### src/rtl/majority_frame_collector.sv
// majority_frame_collector: groups four consecutive WIDTH-bit copies into one frame for the 4-way majority voter.
// Optional COLLECT_SOF_EN adds an in_sof input that resynchronises framing on start-of-frame markers.
module majority_frame_collector #(
    parameter int WIDTH   = 15,
    parameter int TIMEOUT = 16
) (
    input  logic             clk,
    input  logic             rst_n,
    input  logic             in_valid,
    output logic             in_ready,
    input  logic [WIDTH-1:0] in_data,
`ifdef COLLECT_SOF_EN
    input  logic             in_sof,
`endif
    output logic             out_valid,
    input  logic             out_ready,
    output logic [WIDTH-1:0] out1,
    output logic [WIDTH-1:0] out2,
    output logic [WIDTH-1:0] out3,
    output logic [WIDTH-1:0] out4,
    output logic [2:0]       fill,
    output logic             drop
);
    typedef enum logic {COLLECT, PRESENT} state_t;
    state_t     state;
    logic [7:0] idle_cnt;
    logic       accept, idle, expire, resync, orphan, store;
    logic [1:0] wr_slot;

    assign in_ready = rst_n & (state == COLLECT);
    assign accept   = in_valid & in_ready;
    assign idle     = (state == COLLECT) && (fill != 3'd0) && !accept;
    // Fires on the idle cycle that would bring the counter up to TIMEOUT.
    assign expire   = (TIMEOUT != 0) && idle && (({1'b0, idle_cnt} + 9'd1) == 9'(TIMEOUT));

`ifdef COLLECT_SOF_EN
    assign resync = accept & in_sof & (fill != 3'd0);
    assign orphan = accept & ~in_sof & (fill == 3'd0);
`else
    assign resync = 1'b0;
    assign orphan = 1'b0;
`endif

    assign store   = accept & ~orphan;
    assign wr_slot = resync ? 2'd0 : fill[1:0];

    always_ff @(posedge clk or negedge rst_n) begin
        if (!rst_n) begin
            state     <= COLLECT;
            fill      <= 3'd0;
            idle_cnt  <= 8'd0;
            out_valid <= 1'b0;
            drop      <= 1'b0;
            out1      <= '0;
            out2      <= '0;
            out3      <= '0;
            out4      <= '0;
        end else begin
            drop <= expire | resync | orphan;
            if (state == PRESENT) begin
                idle_cnt <= 8'd0;
                if (out_ready) begin
                    state     <= COLLECT;
                    fill      <= 3'd0;
                    out_valid <= 1'b0;
                end
            end else if (store) begin
                if (wr_slot == 2'd0) out1 <= in_data;
                if (wr_slot == 2'd1) out2 <= in_data;
                if (wr_slot == 2'd2) out3 <= in_data;
                if (wr_slot == 2'd3) out4 <= in_data;
                fill     <= resync ? 3'd1 : fill + 3'd1;
                idle_cnt <= 8'd0;
                if (!resync && fill == 3'd3) begin
                    state     <= PRESENT;
                    out_valid <= 1'b1;
                end
            end else if (expire) begin
                fill     <= 3'd0;
                idle_cnt <= 8'd0;
            end else begin
                idle_cnt <= (idle && TIMEOUT != 0) ? idle_cnt + 8'd1 : 8'd0;
            end
        end
    end
endmodule

### config.mk
export PLATFORM = sky130hd
export DESIGN_NAME = majority_frame_collector
export DESIGN_NICKNAME = d
export VERILOG_FILES = /design/src/rtl/majority_frame_collector.sv
export SDC_FILE = /design/constraint.sdc
export NUM_CORES = 1
export LEC_CHECK = 0
export ABC_AREA = 1
export CAP_MARGIN = 20
export CORE_MARGIN = 5
export CORE_UTILIZATION = 37
export DETAILED_ROUTE_END_ITERATION = 6
export SLEW_MARGIN = 20
export SYNTH_ARGS = -nofsm -noshare
export SYNTH_HDL_FRONTEND = slang
export SYNTH_SLANG_ARGS = --single-unit
### constraint.sdc
create_clock -name clk -period 3.5 [get_ports clk]
set_clock_uncertainty 0.15 [all_clocks]
set_input_delay 0.7 -clock clk [delete_from_list [all_inputs] [get_ports clk]]
set_output_delay 0.7 -clock clk [all_outputs]
set_load 0.01 [all_outputs]
# Word-level counts from Yosys, hierarchy flattened
# Cells that the tools add are included.
[totals]
regBits = 74
input_bits = 19
out_inout_bits = 66
word_cells = 52
[op_classes]
addsub = 3
eq_ne = 6
mux = 16
bitwise = 3
n_reduce_logical = 15
[op_table]
columns = ["operator", "n"]
rows = [
  ["$mux W8", 4],
  ["$reduce_and A3 Y1", 5],
  ["$mux W3", 4],
  ["$add A8 B1 Y9 const B", 1],
  ["$eq A9 B5 Y1 const B", 1],
  ["$add A8 B1 Y8 const B", 1],
  ["$mux W1", 8],
  ["$reduce_bool A3 Y1", 2],
  ["$eq A2 B2 Y1 const B", 2],
  ["$reduce_bool A2 Y1", 2],
  ["$add A3 B1 Y3 const B", 1],
  ["$eq A3 B2 Y1 const B", 1],
  ["$logic_and A1 B1 Y1", 3],
  ["$and A1 B1 Y1", 2],
  ["$eq A2 B1 Y1 const B", 1],
  ["$logic_not A2 Y1", 1],
  ["$ne A2 B2 Y1 const B", 1],
  ["$reduce_and A2 Y1", 1],
  ["$logic_not A1 Y1", 1],
  ["$not A1 Y1", 1],
]

# Longest topological paths before layout
# Gate-level depths: netlist of the first run.
[depth]
word_depth = 9
mapped_depth = 12
depth_no_buf = 12

# Worst setup path before layout of the first run
# No wires, ideal clock.
[synth_path]
kind = "input-to-reg"
start = "in in_valid"
end = "reg fill[0]"
setup_ps = 117
arrival_ps = 1476
t_required_ps = 3233
setup_slack_ps = 1757
cell_stages = 10
n_path_buf = 0
cell_sequence = "a21oi_2 -> nand2_2 -> nor2_1 -> nand2_1 -> inv_1 -> nand3_2 -> nand2_2 -> nand2_2 -> nand2_1 -> nand2_1"
[synth_via]
elab_chain_len = 6
word_cells_on_any_way = 8
classes_between = "mux: 2; bitwise: 1; reduce/logical: 5"
[synth_rtl]
columns = ["element", "line", "source"]
rows = [
  ["start, declared", "9", "input logic in_valid,"],
  ["$and A1 B1 Y1 (*)", "31", "assign accept = in_valid & in_ready;"],
  ["$logic_not A1 Y1", "32", "assign idle = (state == COLLECT) && (fill != 3'd0) && !accept;"],
  ["$logic_and A1 B1 Y1", "32", ""],
  ["$logic_and A1 B1 Y1", "34", "assign expire = (TIMEOUT != 0) && idle && (({1'b0, idle_cnt} + 9'd1) == 9'(TIMEOUT));"],
  ["$reduce_bool A3 Y1 (no source line)", "n/a", ""],
  ["$reduce_and A2 Y1 (no source line)", "n/a", ""],
  ["end signal, assigned", "72", "fill <= resync ? 3'd1 : fill + 3'd1;"],
  ["end, declared", "21", "output logic [2:0] fill,"],
]
# Mark *: on every way between the ends. The rest lies on a longest branch, timed or not.
# A chain may end at the register's enable or synchronous reset.

# Worst setup path in the final report of the first run
[layout_path]
start = "in rst_n"
end = "out in_ready"
[layout_via]
elab_chain_len = 1
[layout_rtl]
columns = ["element", "line", "source"]
rows = [
  ["start, declared", "8", "input logic rst_n,"],
  ["$and A1 B1 Y1", "30", "assign in_ready = rst_n & (state == COLLECT);"],
  ["end, declared", "10", "output logic in_ready,"],
]
# No other way between the ends.

==> results of run 1 <==
-- area by class of cell --
| cell class | count | share of cell area, % |
|---|---|---|
| repair buffers | 89 | 21.1 |
| multi-input cells | 194 | 23.0 |
| well taps | 102 | 3.08 |
| clock buffers | 10 | 3.08 |
| inverters | 32 | 2.90 |
| flip-flops and latches | 74 | 44.6 |
| clock inverters | 6 | 2.17 |
-- worst max-delay path, delay by kind of cell --
kind                   cells  cell delay (ns)
AND/OR/NAND/NOR            1             0.08
buffers and inverters      3             0.69
-- flip-flops by register name, summed over array words and instances (netlist names) --
| register | count |
|---|---|
| out3 | 15 |
| out4 | 15 |
| out2 | 15 |
| idle_cnt | 8 |
| drop | 1 |
| out_valid | 1 |
| state | 1 |
| fill | 3 |
| out1 | 15 |
-- worst min-delay path by stage --
stage	from	to	slack, ns	cells after the start
2_1_floorplan	rst_n	drop	0.25	0
3_3_place_gp	out3[4]	out3[4]	0.32	2
3_5_place_dp	out1[12]	out1[12]	0.32	2
4_1_cts	out1[12]	out1[12]	0.34	2
5_1_grt	out4[4]	out4[4]	0.37	2
6_report	out3[4]	out3[4]	0.34	2
-- placed cells by master (no fill, tap or decap), types with 2 or more instances in the layout --
| master | instances |
|---|---|
| nor2_1 | 8 |
| a21oi_1 | 2 |
| bufinv_16 | 2 |
| inv_1 | 30 |
| buf_4 | 6 |
| o21ai_0 | 61 |
| nand3_2 | 2 |
| clkdlybuf4s50_1 | 83 |
| clkbuf_8 | 9 |
| nand2_1 | 91 |
| inv_2 | 2 |
| nor2_2 | 3 |
| nand3_1 | 3 |
| ha_1 | 7 |
| nor3_1 | 2 |
| dfrtp_1 | 74 |
| nand2_2 | 6 |
-- metrics by stage --
stage | cells | setup slack, ns
2_1_floorplan | 313 | 1.76
3_3_place_gp | 491 | 1.07
3_5_place_dp | 491 | 0.993
4_1_cts | 507 | 1.19
5_1_grt | 507 | 1.16
6_report | 507 | 1.19
-- power groups by stage --
| stage | Clock [W] | Combinational (W) | Sequential [W] |
|---|---|---|---|
| 2_1_floorplan | 0 | 0.000409 | 0.00162 |
| 3_3_place_gp | 0 | 0.00145 | 0.00148 |
| 3_5_place_dp | 0 | 0.00147 | 0.00148 |
| 4_1_cts | 0.000737 | 0.00148 | 0.00147 |
| 5_1_grt | 0.000780 | 0.00161 | 0.00152 |
| 6_report | 0.000723 | 0.00144 | 0.00146 |
-- layer usage --
layer  vias up  track usage [%]  part of all wire (%)
met3        11             4.79                   6.2
met2        56             22.6                    45
li1       1164                -                     -
met4         0             6.94                   2.1
met1      1065             19.2                    46
met5         -                0                     0
-- cells by family (layout without fill, tap and decap cells) --
group	Yosys count	in the layout	share of synthesized area [%]
AOI/OAI and AO/OA	66	66	11.4
xor gates and xnor gates	1	1	0.292
adders and majority gates	7	7	2.92
buffers and inverters	45	137	6.27
DFF	74	74	61.8
and+or+nand+nor	120	120	17.3
==> results_dict.tcl, run 1 <==
set metrics [dict create \
    yosysUniqueCellTypes 24 \
    fin_crit_sh_pct 65.9 \
    numCtsBuffers 9 \
    slew-limit-headroom_pct 39.6 \
    place_area_mm2 0.00393 \
    io_pins 85 \
    slew_violations 0 \
    p_seq_share_pct 40.3 \
    routedWlPerCell_um 13.6 \
    synth_area_leaders "dfrtp_1 (62%), nand2_1 (11%), o21ai_0 (10%), inv_1 (3.8%), ha_1 (2.9%)" \
    ant_nets 0 \
    finalInstanceArea_mm2 0.00415 \
    p_leak_nw 1.95 \
    syn-cell-area_mm2 0.00300 \
    worstPathArrival_ns 1.46 \
    drive_gt1_share_pct 9.63 \
    root_buffer "clkbuf_8" \
    cts.sinks 74 \
    ys_ff_latch 74 \
    yosysWarnings 0 \
    num_vias 2296 \
    cts_tree "built" \
    dr.pass1.iters 4 \
    worstSetupStartpointType "input pin" \
    clkTransAtPathRegs_ns 0.08 \
    nets 426 \
    slowest_delay_ns 0.54 \
    synth_top_cell_area_share_pct 61.8 \
    tightest_slew_ns 0.906 \
    fin_crit_ns 2.31 \
    synth_flop_cell "dfrtp_1" \
    power_frac_comb_pct 39.8 \
    die_w_um 100 \
    die_height_um 100 \
    fill_cells 730 \
    switchingPower_w 0.00119 \
    cts_resized 0 \
    fp.coreArea_mm2 0.00781 \
    tns_ns 0 \
    htree_levels 3 \
    start_util_pct 38.4 \
    crit_fanout 4 \
    critPathSlowestCell "clkdlybuf4s50_1" \
    vias_per_cell 4.53 \
    fin_util_pct 53.1 \
    dp_hpwl_um 4840 \
    clk_path_buf_depth 2 \
    drt-total-wl_um 6900 \
    regArea_mm2 0.00185 \
    synthTopCellsByCount "nand2_1 (91), dfrtp_1 (74), o21ai_0 (61)" \
    reg2reg_setup_slack_ns 1.71 \
    worstSetupStartpoint "rst_n" \
    antenna_found_initial 0 \
    synth_area_per_cell_um2 9.57 \
    r2r-end "fill[1]" \
    overflow 0 \
    io_buffers 84 \
    multiInputGateArea_um2 956 \
    finalHoldViolations 0 \
    grt_max_degree 75 \
    design_power_total_w 0.00363 \
    rows 32 \
    endpoint "in_ready" \
    peakVddDrop_mv 0.349 \
    drv_cap 0 \
    grt_pass1_wl_um 11600 \
    clkPwrFrac_pct 19.9 \
    cellPowerDensity_mw_per_mm2 875 \
    place_congestion 0.808 \
    crit_type "input pin to output port" \
    rr_startpoint "fill[0]" \
    setup_viol 0 \
    hold_class "register to register" \
    first_iter_violations 118 \
    grt_setup_unrepaired "no" \
    hold_ws_ns 0.335 \
    async_flop_share_pct 100 \
    diodes 0 \
    insertion_delay_ns 0.34 \
    max_freq_mhz 433 \
    syn2layout_area_growth_pct 38.5 \
    r2r_cells 12 \
    drc 0 \
    path_cells "buf_4 > inv_1 > nor2_1 > clkdlybuf4s50_1" \
    synthMostInstantiatedCell "nand2_1" \
    post_cts_buffers 0 \
    die_area_mm2 0.0100 \
    grt_pass1_vias 2313 \
    cts-hold-fix-buffers 0 \
    synth-edff-count 0 \
    track_usage_pct 14.8 \
    seq_area_frac_synth_pct 61.8 \
    synth_nets 339 \
    p_int_w 0.00244 \
    cp.required_ns 2.65 \
    synthCells 313 \
    crit_path_end_kind "output port" \
    status "finished, final reports clean" \
    synth_area_leader_cell "dfrtp_1" \
    sw_frac_of_total_pct 32.7 \
]
(Power assumes the default switching activity.)
==> run 2: changes to the inputs <==
- PLACE_DENSITY: default -> 0.67
- clock period: 3.5 -> 2 ns (I/O delays scaled with it)
==> run 2 against run 1 <==
Effect of this change: critical path depth decreased by 3; clock power increased by 74%; largest power group is now combinational cells; register-to-register slack got worse by 1.5 ns; sequential cell count is the same; critical path type is now register to output port; global-route usage down 0.46 points; via count is 2.4% higher; combinational power increased by 81%.
==> results_dict.tcl, run 2 (same netlist as run 1, synthesis figures left out) <==
set metrics [dict create \
    die_w_um 100 \
    crit_type "register to output port" \
    endpoint "fill[0]" \
    slew_violations 0 \
    post_cts_buffers 0 \
    fill_cells 735 \
    design_power_total_w 0.00642 \
    final_cell_mix "nand2_1 (91), clkdlybuf4s50_1 (82), dfrtp_1 (74)" \
    path_buf_inv 1 \
    worstSetupStartpoint "fill[0]" \
    fin_util_pct 54.2 \
    cts_tree "built" \
    rr_startpoint "idle_cnt[0]" \
    rows 32 \
    switchingPower_w 0.00210 \
    dp_hpwl_um 4930 \
    cp.required_ns 1.45 \
    reg2reg_setup_slack_ns 0.26 \
    p_leak_nw 2.01 \
    insertion_delay_ns 0.33 \
    clkTransAtPathRegs_ns 0.07 \
    dr.pass1.iters 4 \
    nets 430 \
    numCtsBuffers 9 \
    num_vias 2352 \
    htree_levels 3 \
    routedWlPerCell_um 13.4 \
    sw_frac_of_total_pct 32.7 \
    drive_gt1_share_pct 10.3 \
    drt-total-wl_um 6840 \
    final_common_cell "nand2_1" \
    max_freq_mhz 533 \
    vias_per_cell 4.60 \
    fp.coreArea_mm2 0.00781 \
    r2r-end "fill[2]" \
    fin_crit_ns 1.88 \
    status "finished, final reports clean" \
    root_buffer "clkbuf_8" \
    setup_viol 0 \
    p_seq_share_pct 40.0 \
    path_cells "clkdlybuf4s50_1" \
    diodes 0 \
    drv_cap 0 \
    die_area_mm2 0.0100 \
    clk_path_buf_depth 2 \
    grt_pass1_wl_um 11400 \
    r2r_cells 11 \
    start_util_pct 38.4 \
    critPathSlowestCell "clkdlybuf4s50_1" \
    path_delay_family "buffers and inverters" \
    fin_ws_ns 0.123 \
    antenna_found_initial 0 \
    overflow 0 \
    clkPwrFrac_pct 19.6 \
    fin_crit_sh_pct 93.8 \
    tightest_slew_ns 0.539 \
    crit_path_end_kind "output port" \
    peakVddDrop_mv 0.782 \
    power_frac_comb_pct 40.5 \
    grt_max_degree 46 \
    first_iter_violations 99 \
    crit_fanout 5 \
    ant_nets 0 \
    worstPathArrival_ns 1.33 \
    track_usage_pct 14.4 \
    io_pins 85 \
    cellPowerDensity_mw_per_mm2 1520 \
    syn2layout_area_growth_pct 41.4 \
    slowest_delay_ns 0.58 \
    place_congestion 0.787 \
    finalHoldViolations 0 \
    pre_cts_slack_ns -0.0117 \
    die_height_um 100 \
    worstSetupStartpointType "register" \
    grt_setup_unrepaired "no" \
    hold_class "input pin to async pin" \
    cts.sinks 74 \
    drc 0 \
    io_buffers 84 \
    grt_pass1_vias 2311 \
    cp_num_cells 1 \
    slew-limit-headroom_pct 64.1 \
    p_int_w 0.00433 \
]
-- run 2: final cells by class --
cell class	count	area (µm²)	share of cell area, %
Clock inverter	6	90.1	2.13
Tap cell	102	128	3.01
Multi-Input combinational cell	194	956	22.6
Clock buffer	10	128	3.01
Timing Repair Buffer	93	961	22.7
Sequential cell	74	1850	43.7
Inverter	32	120	2.84
-- run 2: per-layer routing --
layer  vias up  routed length (µm)  track usage (%)
met5         -                   0                0
met4         0                 143             6.53
met3        10                 317             3.13
met2        69                3240             22.9
met1      1098                3130             18.8
li1       1175                   -                -
-- run 2: through the flow --
stage / instance area, µm² / TNS, ns / cells / hold WS, ns
final: 4230 / 0 / 511 / 0.0239
after global routing: 4230 / 0 / 511 / 0.0713
after CTS: 4230 / 0 / 511 / 0.0393
after detailed placement: 4000 / -0.0225 / 494 / 0.0538
after global placement: 4000 / 0 / 494 / 0.0528
after floorplan: 3000 / 0 / 313 / -0.0456
-- run 2: power groups by stage --
| stage | combinational, W | sequential, W | clock, W |
|---|---|---|---|
| 2_1_floorplan | 0.000716 | 0.00284 | 0 |
| 3_3_place_gp | 0.00258 | 0.00258 | 0 |
| 3_5_place_dp | 0.00265 | 0.00259 | 0 |
| 4_1_cts | 0.00266 | 0.00258 | 0.00130 |
| 5_1_grt | 0.00285 | 0.00266 | 0.00136 |
| 6_report | 0.00260 | 0.00257 | 0.00126 |
-- run 2: worst reg2reg max path, stage by stage (launching register included) --
cell and delay (ns):
dfrtp_1 0.44, ha_1 0.26, nor2_1 0.15, nor2_1 0.06
nor2_1 0.08, nand2_1 0.07, nor2_2 0.09, nand3_2 0.10
nand2_2 0.07, nand2_2 0.06, nand2_1 0.06, nand2_1 0.05
-- run 2: timing repair --
action / in CTS / in global routing
setup endpoints to repair: 0 / 1
hold buffers: 1 / 0
endpoints found under the hold margin: 29 / 0
gates resized for setup: 0 / 1
-- run 2: worst min-delay path by stage --
| stage | endpoint | from | slack, ns |
|---|---|---|---|
| floorplan | drop | rst_n | -0.05 |
| global placement | out_valid | rst_n | 0.05 |
| detailed placement | out_valid | rst_n | 0.05 |
| CTS | fill[2] | rst_n | 0.04 |
| global route | out1[7] | rst_n | 0.07 |
| finish | fill[2] | rst_n | 0.02 |
